## src/rtl/video_rx_pkg.sv

```systemverilog
// Shared types and constants for the video receive monitor.
// Optional CRC feature is enabled with the VIDEO_RX_CRC_EN macro (see video_rx_monitor).
package video_rx_pkg;

  localparam int CNT_W = 12;
  localparam logic [CNT_W-1:0] CNT_MAX = '1;
  localparam logic [7:0] CRC_POLY = 8'h07;

  typedef enum logic [1:0] {
    ST_SEARCH,
    ST_SYNC,
    ST_ACTIVE
  } state_t;

  typedef struct packed {
    logic [2:0] r;
    logic [2:0] g;
    logic [1:0] b;
  } rgb332_t;

  // Everything that crosses the synchronizer alongside the pixel clock.
  typedef struct packed {
    logic    hsync;
    logic    vsync;
    logic    de;
    rgb332_t pix;
  } vid_bundle_t;

  localparam int VID_W = $bits(vid_bundle_t);

  // CRC-8, MSB-first, one byte per call.
  function automatic logic [7:0] crc8_update(input logic [7:0] crc, input logic [7:0] data);
    logic [7:0] c;
    c = crc;
    for (int i = 7; i >= 0; i--) begin
      if (c[7] ^ data[i]) c = {c[6:0], 1'b0} ^ CRC_POLY;
      else                c = {c[6:0], 1'b0};
    end
    return c;
  endfunction

endpackage

```

## src/rtl/video_rx_if.sv

```systemverilog
// Parallel RGB332 video bus as seen on the self-test loopback.
interface video_rx_if;

  logic       video_clk;
  logic       video_hsync;
  logic       video_vsync;
  logic       video_de;
  logic [2:0] video_red;
  logic [2:0] video_green;
  logic [1:0] video_blue;

  modport master (
    output video_clk, video_hsync, video_vsync, video_de,
    output video_red, video_green, video_blue
  );

  modport slave (
    input video_clk, video_hsync, video_vsync, video_de,
    input video_red, video_green, video_blue
  );

endinterface

```

## src/rtl/video_rx_sync.sv

```systemverilog
// Two-flop synchronizer for the video bundle plus pixel-clock rising-edge detect.
// The whole bundle moves together so data stays aligned with pix_evt_o.
module video_rx_sync
  import video_rx_pkg::*;
(
  input  logic        clk,
  input  logic        rst,
  input  logic        vclk_i,
  input  vid_bundle_t bundle_i,
  output vid_bundle_t bundle_o,
  output logic        pix_evt_o
);

  logic [VID_W:0] s1_q;
  logic [VID_W:0] s2_q;
  logic           vclk_prev_q;

  // Synchronizer chain and previous pixel-clock level
  always_ff @(posedge clk) begin
    if (rst) begin
      s1_q        <= '0;
      s2_q        <= '0;
      vclk_prev_q <= 1'b0;
    end else begin
      s1_q        <= {vclk_i, bundle_i};
      s2_q        <= s1_q;
      vclk_prev_q <= s2_q[VID_W];
    end
  end

  assign bundle_o  = s2_q[VID_W-1:0];
  assign pix_evt_o = s2_q[VID_W] & ~vclk_prev_q;

endmodule

```

## src/rtl/video_rx_monitor.sv

```systemverilog
// Receive-side geometry checker for the RGB332 display stream.
// Measures line length / frame height, tracks lock, sticky errors and a probe pixel.
// Define VIDEO_RX_CRC_EN to add a per-frame CRC-8 output (frame_crc).
module video_rx_monitor
  import video_rx_pkg::*;
#(
  parameter int   H_ACTIVE    = 800,
  parameter int   V_ACTIVE    = 600,
  parameter logic VSYNC_POL   = 1'b1,
  parameter int   LOCK_FRAMES = 2
) (
  input  logic             clk_50M,
  input  logic             reset_btn,
  video_rx_if.slave        vid,
  input  logic [CNT_W-1:0] probe_x,
  input  logic [CNT_W-1:0] probe_y,
  output logic             locked,
  output logic             frame_done,
  output logic [CNT_W-1:0] pixel_count,
  output logic [CNT_W-1:0] line_count,
  output logic             err_h,
  output logic             err_v,
  output logic [7:0]       probe_pixel,
  output logic             probe_valid,
  output logic [7:0]       frame_cnt
`ifdef VIDEO_RX_CRC_EN
  ,
  output logic [7:0]       frame_crc
`endif
);

  localparam logic [CNT_W-1:0] H_EXP    = CNT_W'(H_ACTIVE);
  localparam logic [CNT_W-1:0] V_EXP    = CNT_W'(V_ACTIVE);
  localparam logic [7:0]       LOCK_EXP = 8'(LOCK_FRAMES);

  function automatic logic [CNT_W-1:0] sat_inc(input logic [CNT_W-1:0] v);
    return (v == CNT_MAX) ? v : v + 1'b1;
  endfunction

  vid_bundle_t vin, vsyn;
  logic        pix_evt;
  logic        vs_act, vs_rise, de_fall, de_pix;
  logic        hsync_unused;

  state_t           state_q, state_d;
  logic [CNT_W-1:0] x_q, x_d, y_q, y_d, px_q, px_d, py_q, py_d;
  logic             line_bad_q, line_bad_d, hit_q, hit_d;
  rgb332_t          cap_q, cap_d;
  logic             vs_prev_q, vs_prev_d, de_prev_q, de_prev_d;
  logic [CNT_W-1:0] pixel_count_q, pixel_count_d, line_count_q, line_count_d;
  logic             err_h_q, err_h_d, err_v_q, err_v_d, locked_q, locked_d;
  logic [7:0]       good_cnt_q, good_cnt_d, probe_pixel_q, probe_pixel_d;
  logic             probe_valid_q, probe_valid_d, frame_done_q, frame_done_d;
  logic [7:0]       frame_cnt_q, frame_cnt_d;
`ifdef VIDEO_RX_CRC_EN
  logic [7:0]       crc_q, crc_d, frame_crc_q, frame_crc_d;
`endif

  // Scratch values for the frame-end decision
  logic             take_pixel, bad_fin, frame_good;
  logic [CNT_W-1:0] y_fin;
  logic [7:0]       good_nxt;

  assign vin = {vid.video_hsync, vid.video_vsync, vid.video_de,
                vid.video_red, vid.video_green, vid.video_blue};

  video_rx_sync u_sync (
    .clk       (clk_50M),
    .rst       (reset_btn),
    .vclk_i    (vid.video_clk),
    .bundle_i  (vin),
    .bundle_o  (vsyn),
    .pix_evt_o (pix_evt)
  );

  // hsync travels through the synchronizer for alignment but is not checked
  assign hsync_unused = vsyn.hsync;

  assign vs_act  = (vsyn.vsync == VSYNC_POL);
  assign vs_rise = pix_evt & vs_act & ~vs_prev_q;
  assign de_fall = pix_evt & ~vsyn.de & de_prev_q;
  assign de_pix  = pix_evt & vsyn.de;

  // Next-state, counting and frame-end result computation
  always_comb begin
    state_d       = state_q;
    x_d           = x_q;
    y_d           = y_q;
    px_d          = px_q;
    py_d          = py_q;
    line_bad_d    = line_bad_q;
    hit_d         = hit_q;
    cap_d         = cap_q;
    vs_prev_d     = vs_prev_q;
    de_prev_d     = de_prev_q;
    pixel_count_d = pixel_count_q;
    line_count_d  = line_count_q;
    err_h_d       = err_h_q;
    err_v_d       = err_v_q;
    locked_d      = locked_q;
    good_cnt_d    = good_cnt_q;
    probe_pixel_d = probe_pixel_q;
    probe_valid_d = probe_valid_q;
    frame_cnt_d   = frame_cnt_q;
    frame_done_d  = 1'b0;
`ifdef VIDEO_RX_CRC_EN
    crc_d         = crc_q;
    frame_crc_d   = frame_crc_q;
`endif
    take_pixel    = 1'b0;
    y_fin         = y_q;
    bad_fin       = line_bad_q;
    frame_good    = 1'b0;
    good_nxt      = '0;

    if (pix_evt) begin
      vs_prev_d = vs_act;
      de_prev_d = vsyn.de;
    end

    unique case (state_q)
      ST_SEARCH: begin
        if (vs_rise) state_d = ST_SYNC;
      end
      ST_SYNC: begin
        // Held clear for the whole of SYNC; a pixel event is always at least
        // one cycle after entry, so the first active pixel sees zeroed state.
        x_d        = '0;
        y_d        = '0;
        line_bad_d = 1'b0;
        hit_d      = 1'b0;
        px_d       = probe_x;
        py_d       = probe_y;
`ifdef VIDEO_RX_CRC_EN
        crc_d      = '0;
`endif
        if (de_pix) begin
          state_d    = ST_ACTIVE;
          take_pixel = 1'b1;
        end
      end
      ST_ACTIVE: begin
        if (vs_rise) begin
          // A line ending on the vsync pixel is closed out first and counted
          if (de_fall) begin
            y_fin         = sat_inc(y_q);
            bad_fin       = line_bad_q | (x_q != H_EXP);
            pixel_count_d = x_q;
          end
          frame_good   = (y_fin == V_EXP) && !bad_fin;
          good_nxt     = !frame_good ? 8'd0 :
                         (good_cnt_q == LOCK_EXP) ? good_cnt_q : good_cnt_q + 8'd1;
          good_cnt_d   = good_nxt;
          locked_d     = frame_good && (good_nxt == LOCK_EXP);
          line_count_d = y_fin;
          err_h_d      = err_h_q | bad_fin;
          err_v_d      = err_v_q | (y_fin != V_EXP);
          probe_valid_d = hit_q;
          if (hit_q) probe_pixel_d = cap_q;
          frame_cnt_d  = frame_cnt_q + 8'd1;
          frame_done_d = 1'b1;
`ifdef VIDEO_RX_CRC_EN
          frame_crc_d  = crc_q;
`endif
          state_d      = ST_SYNC;
        end else if (de_fall) begin
          pixel_count_d = x_q;
          if (x_q != H_EXP) line_bad_d = 1'b1;
          y_d = sat_inc(y_q);
          x_d = '0;
        end else if (de_pix) begin
          take_pixel = 1'b1;
        end
      end
      default: state_d = ST_SEARCH;
    endcase

    // Per-pixel work shared by the first pixel in SYNC and pixels in ACTIVE
    if (take_pixel) begin
      if ((x_q == px_q) && (y_q == py_q)) begin
        hit_d = 1'b1;
        cap_d = vsyn.pix;
      end
      x_d = sat_inc(x_q);
`ifdef VIDEO_RX_CRC_EN
      crc_d = crc8_update(crc_q, vsyn.pix);
`endif
    end
  end

  // State and result registers
  always_ff @(posedge clk_50M) begin
    if (reset_btn) begin
      state_q       <= ST_SEARCH;
      x_q           <= '0;
      y_q           <= '0;
      px_q          <= '0;
      py_q          <= '0;
      line_bad_q    <= 1'b0;
      hit_q         <= 1'b0;
      cap_q         <= '0;
      vs_prev_q     <= 1'b0;
      de_prev_q     <= 1'b0;
      pixel_count_q <= '0;
      line_count_q  <= '0;
      err_h_q       <= 1'b0;
      err_v_q       <= 1'b0;
      locked_q      <= 1'b0;
      good_cnt_q    <= '0;
      probe_pixel_q <= '0;
      probe_valid_q <= 1'b0;
      frame_cnt_q   <= '0;
      frame_done_q  <= 1'b0;
`ifdef VIDEO_RX_CRC_EN
      crc_q         <= '0;
      frame_crc_q   <= '0;
`endif
    end else begin
      state_q       <= state_d;
      x_q           <= x_d;
      y_q           <= y_d;
      px_q          <= px_d;
      py_q          <= py_d;
      line_bad_q    <= line_bad_d;
      hit_q         <= hit_d;
      cap_q         <= cap_d;
      vs_prev_q     <= vs_prev_d;
      de_prev_q     <= de_prev_d;
      pixel_count_q <= pixel_count_d;
      line_count_q  <= line_count_d;
      err_h_q       <= err_h_d;
      err_v_q       <= err_v_d;
      locked_q      <= locked_d;
      good_cnt_q    <= good_cnt_d;
      probe_pixel_q <= probe_pixel_d;
      probe_valid_q <= probe_valid_d;
      frame_cnt_q   <= frame_cnt_d;
      frame_done_q  <= frame_done_d;
`ifdef VIDEO_RX_CRC_EN
      crc_q         <= crc_d;
      frame_crc_q   <= frame_crc_d;
`endif
    end
  end

  assign locked      = locked_q;
  assign frame_done  = frame_done_q;
  assign pixel_count = pixel_count_q;
  assign line_count  = line_count_q;
  assign err_h       = err_h_q;
  assign err_v       = err_v_q;
  assign probe_pixel = probe_pixel_q;
  assign probe_valid = probe_valid_q;
  assign frame_cnt   = frame_cnt_q;
`ifdef VIDEO_RX_CRC_EN
  assign frame_crc   = frame_crc_q;
`endif

endmodule

```

## src/flat_wrapper.sv

```systemverilog
// flat-port wrapper written by rule: the top's interface ports become plain ports
module video_rx_monitor_flat import video_rx_pkg::*;
#(
  parameter int   H_ACTIVE    = 800,
  parameter int   V_ACTIVE    = 600,
  parameter logic VSYNC_POL   = 1'b1,
  parameter int   LOCK_FRAMES = 2
)
  (clk_50M, reset_btn, probe_x, probe_y, locked, frame_done, pixel_count, line_count, err_h, err_v, probe_pixel, probe_valid, frame_cnt, vid_video_clk, vid_video_hsync, vid_video_vsync, vid_video_de, vid_video_red, vid_video_green, vid_video_blue);
  video_rx_if vid_i ();
  input  logic clk_50M;
  input  logic reset_btn;
  input  logic [CNT_W-1:0] probe_x;
  input  logic [CNT_W-1:0] probe_y;
  output logic locked;
  output logic frame_done;
  output logic [CNT_W-1:0] pixel_count;
  output logic [CNT_W-1:0] line_count;
  output logic err_h;
  output logic err_v;
  output logic [7:0] probe_pixel;
  output logic probe_valid;
  output logic [7:0] frame_cnt;
  input wire logic [$bits(vid_i.video_clk)-1:0] vid_video_clk;
  input wire logic [$bits(vid_i.video_hsync)-1:0] vid_video_hsync;
  input wire logic [$bits(vid_i.video_vsync)-1:0] vid_video_vsync;
  input wire logic [$bits(vid_i.video_de)-1:0] vid_video_de;
  input wire logic [$bits(vid_i.video_red)-1:0] vid_video_red;
  input wire logic [$bits(vid_i.video_green)-1:0] vid_video_green;
  input wire logic [$bits(vid_i.video_blue)-1:0] vid_video_blue;
  assign vid_i.video_clk = vid_video_clk;
  assign vid_i.video_hsync = vid_video_hsync;
  assign vid_i.video_vsync = vid_video_vsync;
  assign vid_i.video_de = vid_video_de;
  assign vid_i.video_red = vid_video_red;
  assign vid_i.video_green = vid_video_green;
  assign vid_i.video_blue = vid_video_blue;
  video_rx_monitor #(.H_ACTIVE(H_ACTIVE), .V_ACTIVE(V_ACTIVE), .VSYNC_POL(VSYNC_POL), .LOCK_FRAMES(LOCK_FRAMES)) u_core (.clk_50M(clk_50M), .reset_btn(reset_btn), .vid(vid_i), .probe_x(probe_x), .probe_y(probe_y), .locked(locked), .frame_done(frame_done), .pixel_count(pixel_count), .line_count(line_count), .err_h(err_h), .err_v(err_v), .probe_pixel(probe_pixel), .probe_valid(probe_valid), .frame_cnt(frame_cnt));
endmodule
```

## config.mk

```make
export PLATFORM = sky130hd
export DESIGN_NAME = video_rx_monitor_flat
export DESIGN_NICKNAME = d
export VERILOG_FILES = /design/src/rtl/video_rx_pkg.sv /design/src/rtl/video_rx_if.sv /design/src/rtl/video_rx_sync.sv /design/src/rtl/video_rx_monitor.sv /design/src/flat_wrapper.sv
export SDC_FILE = /design/constraint.sdc
export NUM_CORES = 1
export LEC_CHECK = 0
export CELL_PAD_IN_SITES_DETAIL_PLACEMENT = 0
export CELL_PAD_IN_SITES_GLOBAL_PLACEMENT = 2
export CORE_UTILIZATION = 35
export CTS_BUF_LIST = sky130_fd_sc_hd__clkbuf_2
export DETAILED_ROUTE_END_ITERATION = 6
export PLACE_DENSITY_LB_ADDON = 0.1
export SLEW_MARGIN = 25
export SYNTH_ARGS = -nofsm -noshare
export SYNTH_HDL_FRONTEND = slang
export SYNTH_HIERARCHICAL = 1
export SYNTH_SLANG_ARGS = --single-unit
```

## constraint.sdc

```tcl
create_clock -name clk_50M -period 3.23 [get_ports clk_50M]
set_input_delay 0.646 -clock clk_50M [delete_from_list [all_inputs] [get_ports clk_50M]]
set_output_delay 0.646 -clock clk_50M [all_outputs]
set_load 0.02 [all_outputs]
```

Word-level counts from Yosys, hierarchy flattened

Index checks and enable logic that the tools add are counted.

Flip-flop bits (word level): 140
Input bits: 38
Word-level logic and storage cells: 109

Add/subtract/negate cells: 4
Equality and inequality tests: 19
Multiplexer cells: 31
Bitwise operators: 13
Reductions and logical operators: 17

Operators with widths:

| cell                    | number |
|---|---|
| $mux W12                | 9 |
| $pmux W12 S2            | 2 |
| $add A12 B1 Y12 const B | 2 |
| $eq A12 B12 Y1          | 2 |
| $eq A12 B12 Y1 const B  | 2 |
| $ne A12 B10 Y1 const B  | 2 |
| $add A8 B1 Y8 const B   | 2 |
| $eq A8 B2 Y1 const B    | 2 |
| $mux W8                 | 2 |
| $mux W1                 | 13 |
| $eq A12 B10 Y1 const B  | 1 |
| $reduce_and A2 Y1       | 5 |
| $ne A2 B1 Y1 const B    | 4 |
| $reduce_and A4 Y1       | 2 |
| $and A1 B1 Y1           | 6 |
| $mux W2                 | 2 |
| $ne A2 B2 Y1 const B    | 2 |
| $not A1 Y1              | 4 |
| $pmux W1 S2             | 2 |
| $pmux W2 S2             | 1 |
| $reduce_or A2 Y1        | 2 |
| $logic_and A1 B1 Y1     | 3 |
| $ne A3 B1 Y1 const B    | 1 |
| $ne A3 B3 Y1 const B    | 1 |
| other kinds (8)         | 10 |

Logic depth before layout (Yosys ltp)

Word-level depth: 12
Gate-level depth with buffers: 11
Depth with buffers taken out: 9

By module

The synthesis kept the hierarchy.

Modules (own cells, without submodules):

| module           | instances | cells an instance | area each (um2) | seq. area each (um2) |
|---|---|---|---|---|
| video_rx_monitor | 1         | 663               | 5532.8          | 2302.2 |
| video_rx_sync    | 1         | 64                | 770.7           | 500.5 |

Least setup slack after synthesis

Ideal clock, no wire load.

Path type: register -> register
Start point: reg u_core.y_q[1]
End point: reg u_core.good_cnt_q[6]
Arrival time: 2.445 ns
Data required time: 3.170 ns
Slack: 0.725 ns
Stages on the path, launching flop included: 9
Path buffers: 0
Period minus slack after synthesis: 2.505 ns
Path through: dfxtp_1 ha_1 nand4_4 or4_4 a221oi_2 nand4b_1 nor4b_4 and3_1 a221o_1

Word-level cells in the longest chain between the ends: 8
Elaborated cells between the ends (all ways): 9

Ends and longest elaborated chain:

| item                                                     | line                    | RTL |
|---|---|---|
| start: declaration                                       | video_rx_monitor.sv:46  | `logic [CNT_W-1:0] x_q, x_d, y_q, y_d, px_q, px_d, py_q, py_d;` |
| start signal: assignment                                 | video_rx_monitor.sv:221 | `y_q <= y_d;` |
| $add A12 B1 Y12 / $eq A12 B12 Y1 (equally long branches) | video_rx_monitor.sv:37  | `return (v == CNT_MAX) ? v : v + 1'b1;` |
| $mux W12                                                 | video_rx_monitor.sv:37  |  |
| $mux W12 (*)                                             | video_rx_monitor.sv:145 | `if (de_fall) begin` |
| $mux W12 (*)                                             | video_rx_monitor.sv:143 | `if (vs_rise) begin` |
| $mux W12 (*)                                             | video_rx_monitor.sv:121 | `unique case (state_q)` |
| $eq A12 B10 Y1 (*)                                       | video_rx_monitor.sv:150 | `frame_good = (y_fin == V_EXP) && !bad_fin;` |
| $logic_and A1 B1 Y1 (*)                                  | video_rx_monitor.sv:150 |  |
| $mux W8 (*)                                              | video_rx_monitor.sv:151 | `good_nxt = !frame_good ? 8'd0 :` |
| end signal: assignment                                   | video_rx_monitor.sv:234 | `good_cnt_q <= good_cnt_d;` |
| end: declaration                                         | video_rx_monitor.sv:52  | `logic [7:0] good_cnt_q, good_cnt_d, probe_pixel_q, probe_pixel_d;` |

Every way passes the cells marked *; elsewhere a longest branch is shown, timed or not. The select of a mux whose other input is x is not followed.
A chain may end at the register's enable or synchronous reset.

Final worst setup path

Start point: reg u_core.y_q[0]
End point: reg u_core.good_cnt_q[6]

The elaborated chain is that of the path after synthesis.

==> metrics.md <==
| Metric | Value |
|---|---|
| Status | `finished clean` |
| Setup violators final | `0` |
| Met2 Use GR | `27.8%` |
| Core ar. | `0.0174 mm^2` |
| Cts bufs inserted | `17` |
| Largest net degree at the start of global routing | `90` |
| Fin crit period | `2890 ps` |
| Max_slew headroom | `39.1%` |
| H-tree levels | `4` |
| Total Neg Setup Slack | `0 ps` |
| Setup CP Type | `reg -> reg` |
| Drt total wl | `15400 um` |
| VDD IR max | `0.000218 V` |
| Initial Util | `36.0%` |
| Hold Slack | `454 ps` |
| Final Cycle Share | `89.6%` |
| Number of core rows | `48` |
| Worst-path clk slew | `210 ps` |
| Die Span X | `136 um` |
| Mapped Area | `0.00624 mm^2` |
| Worst Hold Class | `reg -> reg` |
| Clk sinks | `138` |
| # IOs | `83` |
| Area of the multi-input gates | `0.00314 mm^2` |
| Critical Path Source Type | `register` |
| Input/output buffers | `81` |
| First-pass GRT wire length | `24700 um` |
| GR Util All Layers | `17.4%` |
| Die ar. | `0.0184 mm^2` |
| Hold Violations, Final | `0` |
| Net Count, Synth | `770` |
| CTS Root Cell | `clkbuf_2` |
| Layout area overhead | `18.0%` |
| Fmax | `346 MHz` |
| Drt pass-1 iters | `4` |
| Total gr overflow | `0` |
| Hold_buf cts | `0` |
| CP endpoint kind | `register` |
| Worst Path Required | `3890 ps` |
| Clock Latency Late Sink | `690 ps` |
| Final Util | `42.4%` |
| Max cap viols | `0` |
| Initial antenna violation count | `1` |
| Crit path arrival time | `3550 ps` |
| DR DRC count | `0` |
| PwrDens | `382 mW/mm^2` |
| DR iter-0 viols | `231` |
| Vias | `5101` |
| RSZ-0062 raised after global routing | `false` |
| # Post-CTS Setup Buffers | `0` |
| Ys Warns | `6` |
| Layout cells sized above 1 | `7.10%` |
| Syn Inst Count | `722` |
| Worst-case clock buffer depth | `2` |
| Total Nets Final | `824` |
| Fillers | `1725` |
| Critical path fanouts, max | `10` |
| Hpwl dp | `10700 um` |
| Syn Area/Cell | `8.65 um^2` |
| Average via count per standard cell | `5.03` |
| Placer Congestion | `0.818` |
| Wirelength per Cell | `15.2 um` |
| Die height | `136 um` |
| TritonCTS clock tree | `done` |
| Antenna viol nets, final | `0` |
| Vias in the first global route | `4798` |
| GR Util met1 | `22.8%` |
| Commonest non-fill, non-tap cell in the layout | `dfxtp_1` |
| Slew @ Worst Pin | `914 ps` |
| Area occupied by registers | `0.00276 mm^2` |
| Post-CTS resize count | `0` |
| Clk_skew | `28.3 ps` |
| Pleak | `2.66 nW` |
| GR Layer Usage met3 | `4.64%` |
| Grt peak-use layer | `met2` |
| Final Max Slew Viols | `0` |
| Most frequent cells in the layout | `dfxtp_1 (138), nor2_1 (100), clkdlybuf4s50_1 (80)` |
-- layer usage --
layer | vias to the layer above | wire length (um)
met1 | 2393 | 7510
met3 | 13 | 783
met4 | 0 | 193
met2 | 113 | 6910
li1 | 2582 | -
met5 | - | 0
-- flip-flops by register name (all words and copies together) (netlist names), 11 cells and up --
| register | cells |
|---|---|
| u_core/line_count | 12 |
| u_core/pixel_count | 12 |
| u_core/px_q | 12 |
| u_core/py_q | 12 |
| u_core/x_q | 12 |
| u_core/y_q | 12 |
| u_core/u_sync/s1_q | 11 |
| u_core/u_sync/s2_q | 11 |
-- critical path: stages, from the launching register on --
cell	delay, ps
dfxtp_1	540
ha_1	360
nand4_4	180
or4_4	590
a221oi_2	300
nand4b_1	210
nor4b_4	240
buf_4	220
and3_1	160
a221o_1	90
-- area by class of cell --
| type | instances | share of cell area (%) |
|---|---|---|
| well taps | 225 | 3.82 |
| clock buffers | 19 | 1.29 |
| clock inverters | 13 | 1.73 |
| diodes | 1 | 0.0340 |
| repair buffers | 95 | 12.4 |
| multi-input cells | 511 | 42.6 |
| inverters | 13 | 0.662 |
| flip-flops and latches | 138 | 37.5 |
-- power breakdown --
part           switching, mW  internal [mW]  leakage (nW)
sequential           0.00639           1.72          1.12
clock                  0.631          0.351         0.127
combinational         0.0492         0.0585          1.42
-- stage by stage --
| step | instances | worst slack, ps | power, mW | instance area [um^2] |
|---|---|---|---|---|
| floorplan | 722 | 725 | 1.82 | 6240 |
| global placement | 982 | 374 | 1.87 | 7140 |
| detailed placement | 982 | 356 | 1.87 | 7140 |
| CTS | 1014 | 327 | 2.87 | 7360 |
| global route | 1015 | 118 | 2.96 | 7370 |
| finish | 1015 | 337 | 2.82 | 7370 |
-- worst paths after layout --
| check | startpoint | endpoint | slack, ps | cells after the start |
|---|---|---|---|---|
| hold / removal | u_core/u_sync/s1_q[11] | u_core/u_sync/s2_q[11] | 450 | 1 |
| hold reg to reg | u_core/u_sync/s1_q[11] | u_core/u_sync/s2_q[11] | 450 | 1 |
| setup / recovery | u_core/y_q[0] | u_core/good_cnt_q[6] | 340 | 9 |
| setup reg to reg | u_core/y_q[0] | u_core/good_cnt_q[6] | 340 | 9 |
Note: power is estimated with default switching activity, not from simulation.
